[config.mk]
export PLATFORM = sky130hd
export DESIGN_NAME = cnt_bcd_conv
export DESIGN_NICKNAME = d
export VERILOG_FILES = /design/src/rtl/cnt_bcd_conv.sv
export SDC_FILE = /design/constraint.sdc
export NUM_CORES = 1
export LEC_CHECK = 0
export CORE_MARGIN = 4
export CORE_UTILIZATION = 47
export CTS_CLUSTER_DIAMETER = 100
export DETAILED_ROUTE_END_ITERATION = 10
export GPL_ROUTABILITY_DRIVEN = 0
export PLACE_DENSITY = 0.76
export SLEW_MARGIN = 20
export SYNTH_ARGS = -nofsm -noshare
export SYNTH_HDL_FRONTEND = slang
export SYNTH_SLANG_ARGS = --single-unit
[constraint.sdc]
create_clock -name Clk -period 1.6 [get_ports Clk]
set_input_delay 0.32 -clock Clk [delete_from_list [all_inputs] [get_ports Clk]]
set_output_delay 0.32 -clock Clk [all_outputs]
set_load 0.02 [all_outputs]
[src/rtl/cnt_bcd_conv.sv]
// cnt_bcd_conv: samples one of two 64-bit count values on request and converts
// it to packed BCD with an iterative shift-add-3 (double-dabble) engine that
// processes one binary bit per clock.
//
// Timing, with the Start edge called E0:
//  - The engine steps on edges E0+1 .. E0+WIDTH.
//  - The result is published at edge E0+WIDTH.
//  - Done is high for the single cycle that follows that edge.
//  - The edge that leaves DONE can accept a new Start. So a Start held high
//    produces back-to-back conversions every WIDTH+1 cycles.
//  - A Start during SHIFT is ignored.
module cnt_bcd_conv #(
   parameter int WIDTH  = 64,
   parameter int DIGITS = 20
) (
   input  logic                  Clk,
   input  logic                  Reset,
   input  logic                  Start,
   input  logic                  Slt,
   input  logic [WIDTH-1:0]      Input0,
   input  logic [WIDTH-1:0]      Input1,
   output logic                  Busy,
   output logic                  Done,
   output logic                  Valid,
   output logic                  SltOut,
   output logic [4*DIGITS-1:0]   Bcd
);

   localparam int CW = (WIDTH > 1) ? $clog2(WIDTH) : 1;
   localparam int BW = 4 * DIGITS;

   typedef enum logic [1:0] {
      ST_IDLE  = 2'd0,
      ST_SHIFT = 2'd1,
      ST_DONE  = 2'd2
   } state_t;

   state_t            state_q,    state_d;
   logic [WIDTH-1:0]  shreg_q,    shreg_d;
   logic [BW-1:0]     scratch_q,  scratch_d;
   logic [CW-1:0]     cnt_q,      cnt_d;
   logic [BW-1:0]     bcd_q,      bcd_d;
   logic              slt_lat_q,  slt_lat_d;
   logic              slt_out_q,  slt_out_d;
   logic              busy_q,     busy_d;
   logic              done_q,     done_d;
   logic              valid_q,    valid_d;
   logic [BW-1:0]     step_s;

   // Apply +3 to every digit that is 5 or more; digits are independent (no carry).
   function automatic logic [BW-1:0] add3_fn(input logic [BW-1:0] v);
      logic [BW-1:0] r;
      r = v;
      for (int i = 0; i < DIGITS; i++) begin
         if (v[4*i +: 4] >= 4'd5) begin
            r[4*i +: 4] = v[4*i +: 4] + 4'd3;
         end else begin
            r[4*i +: 4] = v[4*i +: 4];
         end
      end
      return r;
   endfunction

   // One double-dabble step: adjust digits, then shift in the shift-register MSB.
   always_comb begin
      step_s = (add3_fn(scratch_q) << 1) | {{(BW-1){1'b0}}, shreg_q[WIDTH-1]};
   end

   // Next-state and datapath update for the IDLE -> SHIFT -> DONE sequence.
   always_comb begin
      state_d   = state_q;
      shreg_d   = shreg_q;
      scratch_d = scratch_q;
      cnt_d     = cnt_q;
      bcd_d     = bcd_q;
      slt_lat_d = slt_lat_q;
      slt_out_d = slt_out_q;
      busy_d    = busy_q;
      done_d    = 1'b0;
      valid_d   = valid_q;

      case (state_q)
         ST_IDLE, ST_DONE: begin
            if (Start) begin
               shreg_d   = Slt ? Input1 : Input0;
               slt_lat_d = Slt;
               scratch_d = {BW{1'b0}};
               cnt_d     = {CW{1'b0}};
               busy_d    = 1'b1;
               state_d   = ST_SHIFT;
            end else begin
               busy_d    = 1'b0;
               state_d   = ST_IDLE;
            end
         end
         ST_SHIFT: begin
            scratch_d = step_s;
            shreg_d   = shreg_q << 1;
            cnt_d     = cnt_q + {{(CW-1){1'b0}}, 1'b1};
            if (cnt_q == CW'(WIDTH - 1)) begin
               bcd_d     = step_s;
               slt_out_d = slt_lat_q;
               valid_d   = 1'b1;
               done_d    = 1'b1;
               state_d   = ST_DONE;
            end else begin
               state_d   = ST_SHIFT;
            end
         end
         default: begin
            busy_d  = 1'b0;
            state_d = ST_IDLE;
         end
      endcase
   end

   // State and output registers; async active-low reset discards any conversion.
   always_ff @(posedge Clk or negedge Reset) begin
      if (!Reset) begin
         state_q   <= ST_IDLE;
         shreg_q   <= {WIDTH{1'b0}};
         scratch_q <= {BW{1'b0}};
         cnt_q     <= {CW{1'b0}};
         bcd_q     <= {BW{1'b0}};
         slt_lat_q <= 1'b0;
         slt_out_q <= 1'b0;
         busy_q    <= 1'b0;
         done_q    <= 1'b0;
         valid_q   <= 1'b0;
      end else begin
         state_q   <= state_d;
         shreg_q   <= shreg_d;
         scratch_q <= scratch_d;
         cnt_q     <= cnt_d;
         bcd_q     <= bcd_d;
         slt_lat_q <= slt_lat_d;
         slt_out_q <= slt_out_d;
         busy_q    <= busy_d;
         done_q    <= done_d;
         valid_q   <= valid_d;
      end
   end

   assign Busy   = busy_q;
   assign Done   = done_q;
   assign Valid  = valid_q;
   assign SltOut = slt_out_q;
   assign Bcd    = bcd_q;

endmodule

# [Word level (Yosys, flattened, before mapping)]
# Index checks and enable logic that the tools add are counted.
[word_totals] ff_bits=237 inputBits=132 output_inout_bits=84 word_cells=96
[op_classes] add_sub_neg=21 magnitude_cmp=20 eq_ne=4 n_mux=34 n_bitwise=1 n_reduce_logical=6
[ops] cell="$pmux 80 s2" n=1
[ops] cell="$mux 64" n=2
[ops] cell="$pmux 64 s2" n=1
[ops] cell="$ge 4x3->1 const B" n=20
[ops] cell="$mux 80" n=1
[ops] cell="$or 80x1->80" n=1
[ops] cell="$add 4x2->4 const B" n=19
[ops] cell="$mux 4" n=19
[ops] cell="$pmux 6 s2" n=1
[ops] cell="$add 6x1->6 const B" n=1
[ops] cell="$eq 6x6->1 const B" n=1
[ops] cell="$mux 6" n=1
[ops] cell="$reduce_and 2->1" n=3
[ops] cell="$mux 1" n=4
[ops] cell="$pmux 2 s2" n=1
[ops] cell="$add 3x2->3 const B" n=1
[ops] cell="$mux 3" n=1
[ops] cell="$eq 2x1->1 const B" n=1
[ops] cell="$eq 2x2->1 const B" n=1
[ops] cell="$logic_not 2->1" n=1
[ops] cell="$mux 2" n=1
[ops] cell="$ne 2x2->1 const B" n=1
[ops] cell="$pmux 1 s2" n=1
[ops] cell="$reduce_bool 2->1" n=1
[ops] cell="$reduce_or 2->1" n=1

# [Depth between registers and ports, before layout]
# Gate-level depths: netlist (run 1).
[logic_depth] ltp_word=4 mapped_depth=7

# [Worst setup path before layout (run 1)]
# OpenSTA, ideal clock, no wires.
[synth_timing] kind="register to register" startpoint="register, netlist name Done" endpoint="register bcd_q[10], in the netlist Bcd[10]" setup_time_ns=0.125 arrival_time_ns=1.530 t_required_ns=1.475 path_slack_ns=-0.055 stages_incl_launch_ff=6 n_path_buf=2 period_less_slack_ns=1.655 path_cell_list="dfrtp_1 -> nand2b_1 -> buf_2 -> nor3_4 -> buf_4 -> mux2_2"
[synth_rtl] item="end signal: assignment" line="124" source="bcd_q <= {BW{1'b0}};"
[synth_rtl] item="end: declaration" line="42" source="logic [BW-1:0] bcd_q, bcd_d;"

# [Final worst setup path (run 1)]
[layout_timing] startpoint="register cnt_q[1]" endpoint="register bcd_q[6], in the netlist Bcd[6]"
[layout_via] elab_chain_cells=2
[layout_rtl] item="start: declaration" line="41" source="logic [CW-1:0] cnt_q, cnt_d;"
[layout_rtl] item="start signal: assignment" line="123" source="cnt_q <= {CW{1'b0}};"
[layout_rtl] item="start signal: assignment" line="134" source="cnt_q <= cnt_d;"
[layout_rtl] item="$eq 6x6->1" line="100" source="if (cnt_q == CW'(WIDTH - 1)) begin"
[layout_rtl] item="$reduce_and 2->1 (no source line)"
# No other way between the ends.
# A chain may end at the register's enable or synchronous reset.

==> results.py, run 1 <==
metrics = {
    "run_status": {
        "outcome": "finished with violations",
        "violations": "setup timing",
    },
    "clocking": {
        "clk_pin_slew_ns": 0.06,
        "cts_tree": "done",
        "cts.sinks": 236,
        "cts.path.max_buffers": 3,
        "htreeDepth": 1,
        "clock-root-buffer": "clkbuf_16",
        "worst_skew_pair.late_latency_ns": 0.52,
        "cts_buffers": 26,
    },
    "layout": {
        "drive_gt1_share_pct": 24.1,
        "final_util_pct": 68.5,
        "area_growth_pct": 42.7,
        "layout.cells.non_filler": 1666,
        "nets": 1503,
        "n_antenna_cell": 0,
    },
    "floorplanning": {
        "fp.dieW_um": 163,
        "fp.coreArea_mm2": 0.0236,
        "std_cell_rows": 56,
        "fp.dieH_um": 163,
        "die_area_mm2": 0.0267,
        "start_util_pct": 48.0,
        "pin_count": 216,
    },
    "placement": {
        "detailed_place_hpwl_um": 18400,
        "portBuffers": 215,
        "pre_cts_ws_ns": -0.251,
        "place_inst": 1569,
    },
    "worst_setup_path": {
        "r2r-start": "cnt_q[1]$_DFFE_PN0P_",
        "ff2ff_setup_slack_ns": -0.09,
        "end_kind": "register",
        "crit_chain": "ha_2, nand3_4, nor3_4, buf_6, buf_6, buf_12, buf_12, mux2_2",
        "slowest_delay_ns": 0.35,
        "cp-startpoint": "cnt_q[1]$_DFFE_PN0P_",
        "required_ns": 2.00,
        "critPathLaunchType": "register",
        "arrival_ns": 2.10,
        "path_max_fanout": 7,
        "critPathKind": "reg2reg",
        "endpoint": "Bcd[6]$_DFFE_PN0P_",
        "rr_worst_depth": 8,
        "slowest_stage": "dfrtp_1",
        "r2r_end": "Bcd[6]$_DFFE_PN0P_",
    },
    "detailed_routing": {
        "wirelength_um": 30600,
        "viasPerCell": 5.53,
        "vias": 9221,
        "dr.pass1.iters": 5,
        "drc": 0,
        "antenna_left": 0,
        "drtIter0Drc": 480,
        "wl_per_cell_um": 18.4,
    },
    "yosys": {
        "ys_top_cells_by_area": "dfrtp_1, mux2i_1, o21ai_0, ha_1, a22oi_1",
        "synth_xor_xnor_area_share_pct": 1.62,
        "synth_mux_area_share_pct": 11.6,
        "synthesis.nets": 1212,
        "netlist_area_mm2": 0.0113,
        "syn_area_per_cell_um2": 10.9,
        "synthAdderAreaFrac_pct": 4.52,
        "synth_top_area_share_pct": 52.1,
        "synth_cell_type_count": 30,
        "synth_top_family_by_area": "compound AO/OA/AOI/OAI gates",
        "synth_cells": 1039,
        "seq_area_frac_synth_pct": 52.1,
        "synth-seq-cells": 236,
        "synth_top_area_cell": "dfrtp_1",
        "yosys.area_share.simple_pct": 8.48,
        "synth_compound_area_share_pct": 17.7,
        "ys_warn_count": 0,
    },
    "global_routing": {
        "grt_antenna_before_repair": 0,
        "globalRoute.totalOverflow": 0,
        "grt_pass1_wl_um": 44400,
        "grt_max_degree": 61,
        "grt_pass1_vias": 8982,
        "track_usage_pct": 20.1,
    },
    "sta": {
        "hold_violations": 0,
        "period_share_pct": 106,
        "fin_worst_skew_ns": 0.0102,
        "setup_viol": 53,
        "slew-limit-headroom_pct": 67.5,
        "fmax_mhz": 591,
        "worstMarginPinSlew_ns": 0.487,
        "layout_min_cycle_time_ns": 1.69,
        "rsz0062_at_grt": "yes",
        "finalWorstSetupSlack_ns": -0.0928,
        "hold-worst-slack_ns": 0.287,
        "maxSlewViolCount": 0,
    },
    "power_and_ir_drop": {
        "p_sw_share_pct": 38.5,
        "internal_power_mw": 19.2,
        "pwr_density_cell_mw_per_mm2": 1930,
        "pwr-share-clk_pct": 18.7,
        "power_switching_mw": 12.0,
        "vdd_drop_max_v": 0.000901,
        "p_seq_share_pct": 33.2,
        "leakagePower_nw": 7.47,
        "total_power_mw": 31.2,
        "power_frac_comb_pct": 48.1,
    },
    "hold_path": {
        "min_path_type": "in2async",
    },
    "job": {
        "cap_violations": 0,
    },
}
[cell families after synthesis]
kind of cell,after synthesis
compound gates,332
xor+xnor,21
fa+ha+maj,41
buf+inv,102
flops,236
mux,126
simple gates,181
[routing by layer]
| layer | track usage [%] | part of all wire, % |
|---|---|---|
| met1 | 26.4 | 41 |
| met2 | 34.7 | 51 |
| met3 | 4.06 | 6.2 |
| met4 | 4.31 | 1.8 |
| met5 | 0 | 0 |
[Yosys cell counts]
cell and n:
ha_1 41, buf_1 4, o211ai_1 1, nor2_1 42
and2b_1 1, a22o_1 42, clkbuf_1 25, nand2_1 49
o31ai_1 1, o21ai_0 147, or3b_2 20, buf_4 9
xnor2_1 21, dfrtp_1 236, buf_2 23, a22oi_1 63
nand2b_1 22, nor2b_1 1, or2_2 1, nor3_4 1
mux2_2 42, a21oi_1 58, inv_1 40, nand4_1 2
a31oi_1 20, nor3b_1 19, nand3_1 3, buf_6 1
mux2i_1 84, nor3_1 20
[flip-flops by register name, summed over array words and instances (netlist names)]
signal,flops
state_q,1
shreg_q,64
Busy,1
cnt_q,6
Bcd,80
Done,1
scratch_q,80
Valid,1
slt_lat_q,1
SltOut,1
[power groups by stage]
stage | combinational, mW | sequential [mW] | clock, mW
after global placement | 11.9 | 10.1 | 0
final | 15.0 | 10.4 | 5.82
after floorplan | 8.07 | 10.2 | 0
after CTS | 12.3 | 10.1 | 5.91
after detailed placement | 12.4 | 10.1 | 0
after global routing | 16.5 | 10.7 | 6.19
[stage by stage]
stage | instance area [um^2] | TNS, ns
after detailed placement | 14200 | -28.76
after floorplan | 11400 | -0.138
after global placement | 14200 | -26.87
final | 16200 | -2.39
after global routing | 16200 | -8.35
after CTS | 15200 | -1.80
[cell usage in the layout (no fill, tap or decap), drive strengths merged, types with 22 or more instances in the layout]
master,n
nor2,42
nand2b,22
a21oi,58
buf,101
clkdlybuf4s50,129
nand2,49
inv,40
a22o,42
mux2i,84
mux2,42
dlygate4sd2,68
o21ai,147
ha,41
dfrtp,236
a22oi,63
clkbuf,58
[worst min-delay path by stage]
stage                          endpoint  cells after the start  slack (ns)
finish              Bcd[50]$_DFFE_PN0P_                      2        0.29
global route        Bcd[50]$_DFFE_PN0P_                      2        0.30
CTS                 Bcd[50]$_DFFE_PN0P_                      2        0.29
detailed placement  Bcd[50]$_DFFE_PN0P_                      1        0.24
global placement    Bcd[50]$_DFFE_PN0P_                      1        0.25
floorplan            Bcd[0]$_DFFE_PN0P_                      0        0.02
[timing repair]
| action | CTS | global route |
|---|---|---|
| gates resized for setup | 113 | 201 |
| hold buffers | 1 | 0 |
| buffers inserted | 8 | 27 |
| cloned | 2 | 16 |
| pin swaps | 1 | 40 |
| endpoints found under the hold margin | 35 | 0 |
| setup endpoints to repair | 151 | 171 |
[worst max-delay path, delay by kind of cell (launching register included)]
family / cells / cell delay, ns
muxes: 1 / 0.33
adders and majority gates: 1 / 0.21
and+or+nand+nor: 2 / 0.22
DFF: 1 / 0.35
buffers and inverters: 4 / 0.46
[area by class of cell]
type	count	area, um^2
tap	319	399
sequential	236	5910
inverter	40	150
timing repair buffer	325	3460
clock inverter	5	28.8
multi-input combinational	701	5420
clock buffer	40	815
fill	1795	7430
No activity file was read; power rests on OpenSTA's default activity.
==> run 2: changes to the inputs <==
--- a/config.mk
+++ b/config.mk
@@ -5,12 +5,13 @@
 export SDC_FILE = /design/constraint.sdc
 export NUM_CORES = 1
 export LEC_CHECK = 0
+export ABC_AREA = 1
 export CORE_MARGIN = 4
-export CORE_UTILIZATION = 47
+export CORE_UTILIZATION = 48
 export CTS_CLUSTER_DIAMETER = 100
 export DETAILED_ROUTE_END_ITERATION = 10
 export GPL_ROUTABILITY_DRIVEN = 0
-export PLACE_DENSITY = 0.76
+export PLACE_DENSITY = 0.77
 export SLEW_MARGIN = 20
 export SYNTH_ARGS = -nofsm -noshare
 export SYNTH_HDL_FRONTEND = slang
==> results.py, run 2 <==
metrics = {
    "run_status": {
        "outcome": "finished with violations",
        "violations": "setup timing",
    },
    "clocking": {
        "cts.path.max_buffers": 3,
        "clock-root-buffer": "clkbuf_16",
        "cts_buffers": 25,
        "worst_skew_pair.late_latency_ns": 0.53,
        "cts.sinks": 236,
        "htreeDepth": 1,
        "cts_tree": "done",
        "clk_pin_slew_ns": 0.07,
    },
    "sta": {
        "maxSlewViolCount": 0,
        "slew-limit-headroom_pct": 67.8,
        "final.setup.tns_ns": -0.0354,
        "layout_min_cycle_time_ns": 1.62,
        "worstMarginPinSlew_ns": 0.483,
        "fmax_mhz": 616,
        "fin_worst_skew_ns": 0.0236,
        "setup_viol": 6,
        "finalWorstSetupSlack_ns": -0.0224,
        "hold_violations": 0,
        "period_share_pct": 101,
        "rsz0062_at_grt": "yes",
    },
    "placement": {
        "portBuffers": 215,
        "pre_cts_ws_ns": -0.0966,
        "detailed_place_hpwl_um": 22000,
        "place_inst": 2105,
        "placed_area_mm2": 0.0150,
    },
    "floorplanning": {
        "start_util_pct": 48.7,
        "fp.coreArea_mm2": 0.0251,
        "pin_count": 216,
        "std_cell_rows": 58,
        "die_area_mm2": 0.0281,
        "fp.dieW_um": 168,
        "fp.dieH_um": 168,
    },
    "worst_setup_path": {
        "r2r-start": "cnt_q[0]$_DFFE_PN0P_",
        "critPathKind": "reg2reg",
        "path_max_fanout": 8,
        "crit_chain": "ha_4, nand3_4, nor3_4, buf_6, clkbuf_16, nand2_1, nand2_1",
        "worst_path_most_repeated_cell": "nand2_1",
        "slowest_stage": "dfrtp_1",
        "required_ns": 2.07,
        "end_kind": "register",
        "slowest_delay_ns": 0.43,
        "arrival_ns": 2.09,
        "cp-startpoint": "cnt_q[0]$_DFFE_PN0P_",
        "critPathLaunchType": "register",
    },
    "job": {
        "cap_violations": 0,
    },
    "yosys": {
        "synth-edff-count": 0,
        "yosysMostFrequentCell": "nand2_1",
        "ys_async_sr_fraction_pct": 100,
        "ys_warn_count": 0,
        "synth-seq-cells": 236,
        "synth_common_cells": "nand2_1, dfrtp_1, nand3_1, inv_1, nor2_1",
        "synth_cells": 1582,
        "synth_cell_type_count": 23,
        "netlist_area_mm2": 0.0122,
        "synthesis.nets": 1755,
        "ys_top_cells_by_area": "dfrtp_1, nand2_1, nand3_1, ha_1, inv_1",
        "synth_flop_cell": "dfrtp_1",
        "synth_top_area_cell": "dfrtp_1",
        "syn_area_per_cell_um2": 7.72,
        "seq_area_frac_synth_pct": 48.3,
        "synth_top_area_share_pct": 48.3,
    },
    "layout": {
        "stdcell_area_mm2": 0.0162,
        "final_common_cell": "nand2_1",
        "most-common-layout-cells": "nand2_1, dfrtp_1, nand3_1",
        "drive_gt1_share_pct": 10.6,
        "nets": 1989,
        "n_antenna_cell": 0,
        "layout.cells.non_filler": 2165,
        "final_util_pct": 64.4,
        "area_growth_pct": 32.3,
    },
    "detailed_routing": {
        "wirelength_um": 32700,
        "viasPerCell": 5.27,
        "dr.pass1.iters": 5,
        "antenna_left": 0,
        "vias": 11403,
        "drc": 0,
        "wl_per_cell_um": 15.1,
        "drtIter0Drc": 980,
    },
    "power_and_ir_drop": {
        "pwr_density_cell_mw_per_mm2": 1570,
        "vdd_drop_max_v": 0.000778,
        "leakagePower_nw": 7.98,
    },
    "global_routing": {
        "grt_pass1_vias": 11009,
        "grt_max_degree": 54,
        "grt_antenna_before_repair": 0,
        "track_usage_pct": 21.6,
        "globalRoute.totalOverflow": 0,
        "grt_pass1_wl_um": 52100,
    },
    "hold_path": {
        "min_path_type": "in2reg",
        "hold_start": "Slt",
    },
}
## run 2: cell types whose count changed in the layout (fill, tap and decap cells not counted), sizes merged, moves of 22 or more
cell | previous run | this run
a22o | 42 | 1
a21oi | 58 | 0
nand2b | 22 | 0
nand2 | 49 | 666
mux2 | 42 | 0
a22oi | 63 | 0
nand4 | 2 | 40
nand3 | 3 | 222
o21ai | 147 | 58
buf | 101 | 55
or2 | 1 | 29
mux2i | 84 | 0
o211ai | 1 | 29
inv | 40 | 108
## run 2: worst paths after layout
check,end,slack (ns),cells past startpoint
min in group asynchronous,scratch_q[7]$_DFFE_PN0P_,0.32,2
worst max-delay path,Bcd[39]$_DFFE_PN0P_,-0.02,7
worst min register to register,Bcd[25]$_DFFE_PN0P_,0.46,2
worst min-delay path,shreg_q[32]$_DFFE_PN0P_,0.29,4
max in group asynchronous,scratch_q[48]$_DFFE_PN0P_,0.68,3
worst max register to register,Bcd[39]$_DFFE_PN0P_,-0.02,7
## run 2: metal layers
metal | GRT usage (%) | share of wire, % | up-vias
met3 | 3.92 | 6.1 | 58
met1 | 28.6 | 42 | 5416
li1 | - | - | 5581
met5 | 0 | 0 | -
met2 | 37.6 | 50 | 348
met4 | 4.59 | 2.0 | 0
## run 2: cell families after synthesis
logic type | count (synthesis) | share of synthesized area (%)
flops | 236 | 48.3
compound gates | 109 | 5.51
simple gates | 1022 | 35.7
fa+ha+maj | 41 | 4.20
buf+inv | 174 | 6.29
## run 2: metrics by stage
stage / power, mW / hold WS, ns
after floorplan: 16.2 / 0.0244
after global placement: 18.5 / 0.294
after detailed placement: 19.1 / 0.292
after CTS: 25.1 / 0.294
after global routing: 27.5 / 0.322
final: 25.4 / 0.295
## run 2: layout make-up
cell class	count	area, um^2
Clock buffer	36	747
Inverter	107	404
Clock inverter	10	106
Sequential cell	236	5910
Fill cell	2168	8940
Tap cell	330	413
Timing Repair Buffer	274	2830
Multi-Input combinational cell	1172	5760
## run 2: timing repair
item	in CTS	in global routing
pin swaps	0	20
gates cloned	0	8
endpoints found under the setup margin	84	109
hold buffers	1	0
buffers inserted	0	5
hold endpoints to repair	42	0
resized for setup	95	69
## run 2: critical path, delay by kind of cell, from the launching register on
family                   cells  cell delay, ns
adder cells (fa/ha/maj)      1            0.17
AND/OR/NAND/NOR              4            0.54
flip-flops                   1            0.43
buffers and inverters        2            0.41
## run 2: power by group
| group | internal [mW] | switching [mW] |
|---|---|---|
| Combinational | 3.60 | 6.16 |
| Sequential | 8.04 | 1.62 |
| Clock | 3.56 | 2.42 |
| Total | 15.2 | 10.2 |
==> run 3: changes to the inputs <==
--- a/config.mk
+++ b/config.mk
@@ -7,12 +7,12 @@
 export LEC_CHECK = 0
 export ABC_AREA = 1
 export CORE_MARGIN = 4
-export CORE_UTILIZATION = 48
+export CORE_UTILIZATION = 28
 export CTS_CLUSTER_DIAMETER = 100
 export DETAILED_ROUTE_END_ITERATION = 10
 export GPL_ROUTABILITY_DRIVEN = 0
-export PLACE_DENSITY = 0.77
-export SLEW_MARGIN = 20
+export SLEW_MARGIN = 40
 export SYNTH_ARGS = -nofsm -noshare
 export SYNTH_HDL_FRONTEND = slang
 export SYNTH_SLANG_ARGS = --single-unit
+export TNS_END_PERCENT = 1
==> results.py, run 3 (same netlist as run 2, synthesis figures left out) <==
metrics = {
    "sta": {
        "finalWorstSetupSlack_ns": 0.0263,
        "layout_min_cycle_time_ns": 1.57,
        "hold-worst-slack_ns": 0.186,
        "hold_violations": 0,
        "slew-limit-headroom_pct": 70.2,
        "fin_worst_skew_ns": 0.0189,
        "period_share_pct": 98.4,
        "maxSlewViolCount": 0,
        "worstMarginPinSlew_ns": 0.447,
        "setup_viol": 0,
        "fmax_mhz": 635,
        "rsz0062_at_grt": "yes",
    },
    "layout": {
        "stdcell_area_mm2": 0.0165,
        "nets": 1984,
        "drive_gt1_share_pct": 11.0,
        "most-common-layout-cells": "nand2_1, dfrtp_1, nand3_1",
        "final_common_cell": "nand2_1",
        "n_antenna_cell": 0,
        "layout.cells.non_filler": 2417,
        "final_util_pct": 38.3,
        "area_growth_pct": 35.2,
    },
    "floorplanning": {
        "fp.dieW_um": 217,
        "std_cell_rows": 76,
        "fp.dieH_um": 217,
        "pin_count": 216,
        "fp.coreArea_mm2": 0.0431,
        "start_util_pct": 28.4,
        "die_area_mm2": 0.0470,
    },
    "global_routing": {
        "grt_pass1_vias": 11221,
        "globalRoute.totalOverflow": 0,
        "grt_antenna_before_repair": 0,
        "grt_pass1_wl_um": 55600,
        "track_usage_pct": 14.0,
        "grt_max_degree": 73,
    },
    "worst_setup_path": {
        "critPathKind": "reg2reg",
        "end_kind": "register",
        "critPathBufInv": 3,
        "critPathLaunchType": "register",
        "slowest_stage": "dfrtp_1",
        "slowest_delay_ns": 0.41,
        "path_max_fanout": 4,
        "crit_family": "simple AND/OR/NAND/NOR gates",
        "crit_chain": "ha_4, nand3_4, nor3_4, buf_12, buf_8, buf_4, nand3_1, nand2_1",
        "arrival_ns": 2.06,
        "required_ns": 2.08,
    },
    "job": {
        "cap_violations": 0,
    },
    "power_and_ir_drop": {
        "power_frac_comb_pct": 35.3,
        "power_switching_mw": 10.1,
        "pwr-share-clk_pct": 28.4,
        "internal_power_mw": 16.4,
        "leakagePower_nw": 8.02,
        "p_sw_share_pct": 38.0,
        "p_seq_share_pct": 36.4,
        "pwr_density_cell_mw_per_mm2": 1600,
        "vdd_drop_max_v": 0.000831,
    },
    "clocking": {
        "clock-root-buffer": "clkbuf_16",
        "cts_tree": "done",
        "cts_buffers": 29,
        "htreeDepth": 1,
        "cts.path.max_buffers": 3,
        "cts.sinks": 236,
        "worst_skew_pair.late_latency_ns": 0.55,
        "clk_pin_slew_ns": 0.06,
    },
    "detailed_routing": {
        "antenna_left": 0,
        "wirelength_um": 33700,
        "vias": 11146,
        "wl_per_cell_um": 13.9,
        "drc": 0,
        "dr.pass1.iters": 5,
        "drtIter0Drc": 499,
        "viasPerCell": 4.61,
    },
    "placement": {
        "detailed_place_hpwl_um": 23300,
        "placed_area_mm2": 0.0154,
        "pre_cts_ws_ns": -0.0612,
        "portBuffers": 215,
        "place_inst": 2356,
    },
    "run_status": {
        "outcome": "finished, final reports clean",
    },
    "hold_path": {
        "min_path_type": "in2async",
    },
}
run 3: changes by cell type in the layout (fill, tap and decap cells not counted), sizes merged:
cell           previous run  this run
dlygate4sd2              65         2
clkdlybuf4s15            14        52
clkbuf                   46        59
bufinv                    2         8
clkinvlp                  1         3
buf                      55        56
run 3: layout make-up:
class / count / area, um^2
clock buffers: 34 / 785
clock inverters: 18 / 312
fillers: 4354 / 26600
inverters: 107 / 404
multi-input cells: 1172 / 5630
flip-flops and latches: 236 / 5910
well taps: 585 / 732
repair buffers: 265 / 2750
run 3: worst register-to-register path, delay by kind of cell, from the launching register on:
family / cells / cell delay, ns
AND/OR/NAND/NOR: 4 / 0.52
adder cells (fa/ha/maj): 1 / 0.18
buffers and inverters: 3 / 0.40
flip-flops: 1 / 0.41
run 3: final timing paths:
kind                       slack [ns]  depth (start not counted)                 start                         to
max in group asynchronous        0.73                          3                 Reset  scratch_q[44]$_DFFE_PN0P_
setup / recovery                 0.03                          8  cnt_q[1]$_DFFE_PN0P_         Bcd[4]$_DFFE_PN0P_
hold / removal                   0.19                          2                 Reset    shreg_q[60]$_DFFE_PN0P_
hold reg to reg                  0.47                          1     Valid$_DFFE_PN0P_          Valid$_DFFE_PN0P_
min in group Clk                 0.26                          3                   Slt      slt_lat_q$_DFFE_PN0P_
setup reg to reg                 0.03                          8  cnt_q[1]$_DFFE_PN0P_         Bcd[4]$_DFFE_PN0P_
run 3: repair_timing:
action | in CTS | in global routing
pin swaps | 0 | 6
buffers inserted | 0 | 8
gates cloned | 0 | 1
hold buffers | 1 | 0
gates resized for setup | 170 | 61
endpoints found under the hold margin | 236 | 0
setup endpoints to repair | 95 | 119
run 3: per-layer routing:
layer	track usage [%]	share of wire (%)
met2	22.9	45
met1	19.2	47
met3	3.00	6.3
met4	3.12	1.7
met5	0	0
run 3: power by group through the flow:
stage / Combinational (mW) / Sequential, mW / Clock (mW)
5_1_grt: 10.9 / 9.92 / 8.02
2_1_floorplan: 6.72 / 9.51 / 0
3_3_place_gp: 9.02 / 9.62 / 0
3_5_place_dp: 9.42 / 9.64 / 0
6_report: 9.34 / 9.62 / 7.50
4_1_cts: 9.34 / 9.59 / 7.77
run 3: through the flow:
| step | TNS, ns | power [mW] |
|---|---|---|
| final | 0 | 26.5 |
| after global routing | -0.594 | 28.8 |
| after CTS | -0.0517 | 26.7 |
| after detailed placement | -1.54 | 19.1 |
| after global placement | -0.557 | 18.6 |
| after floorplan | 0 | 16.2 |
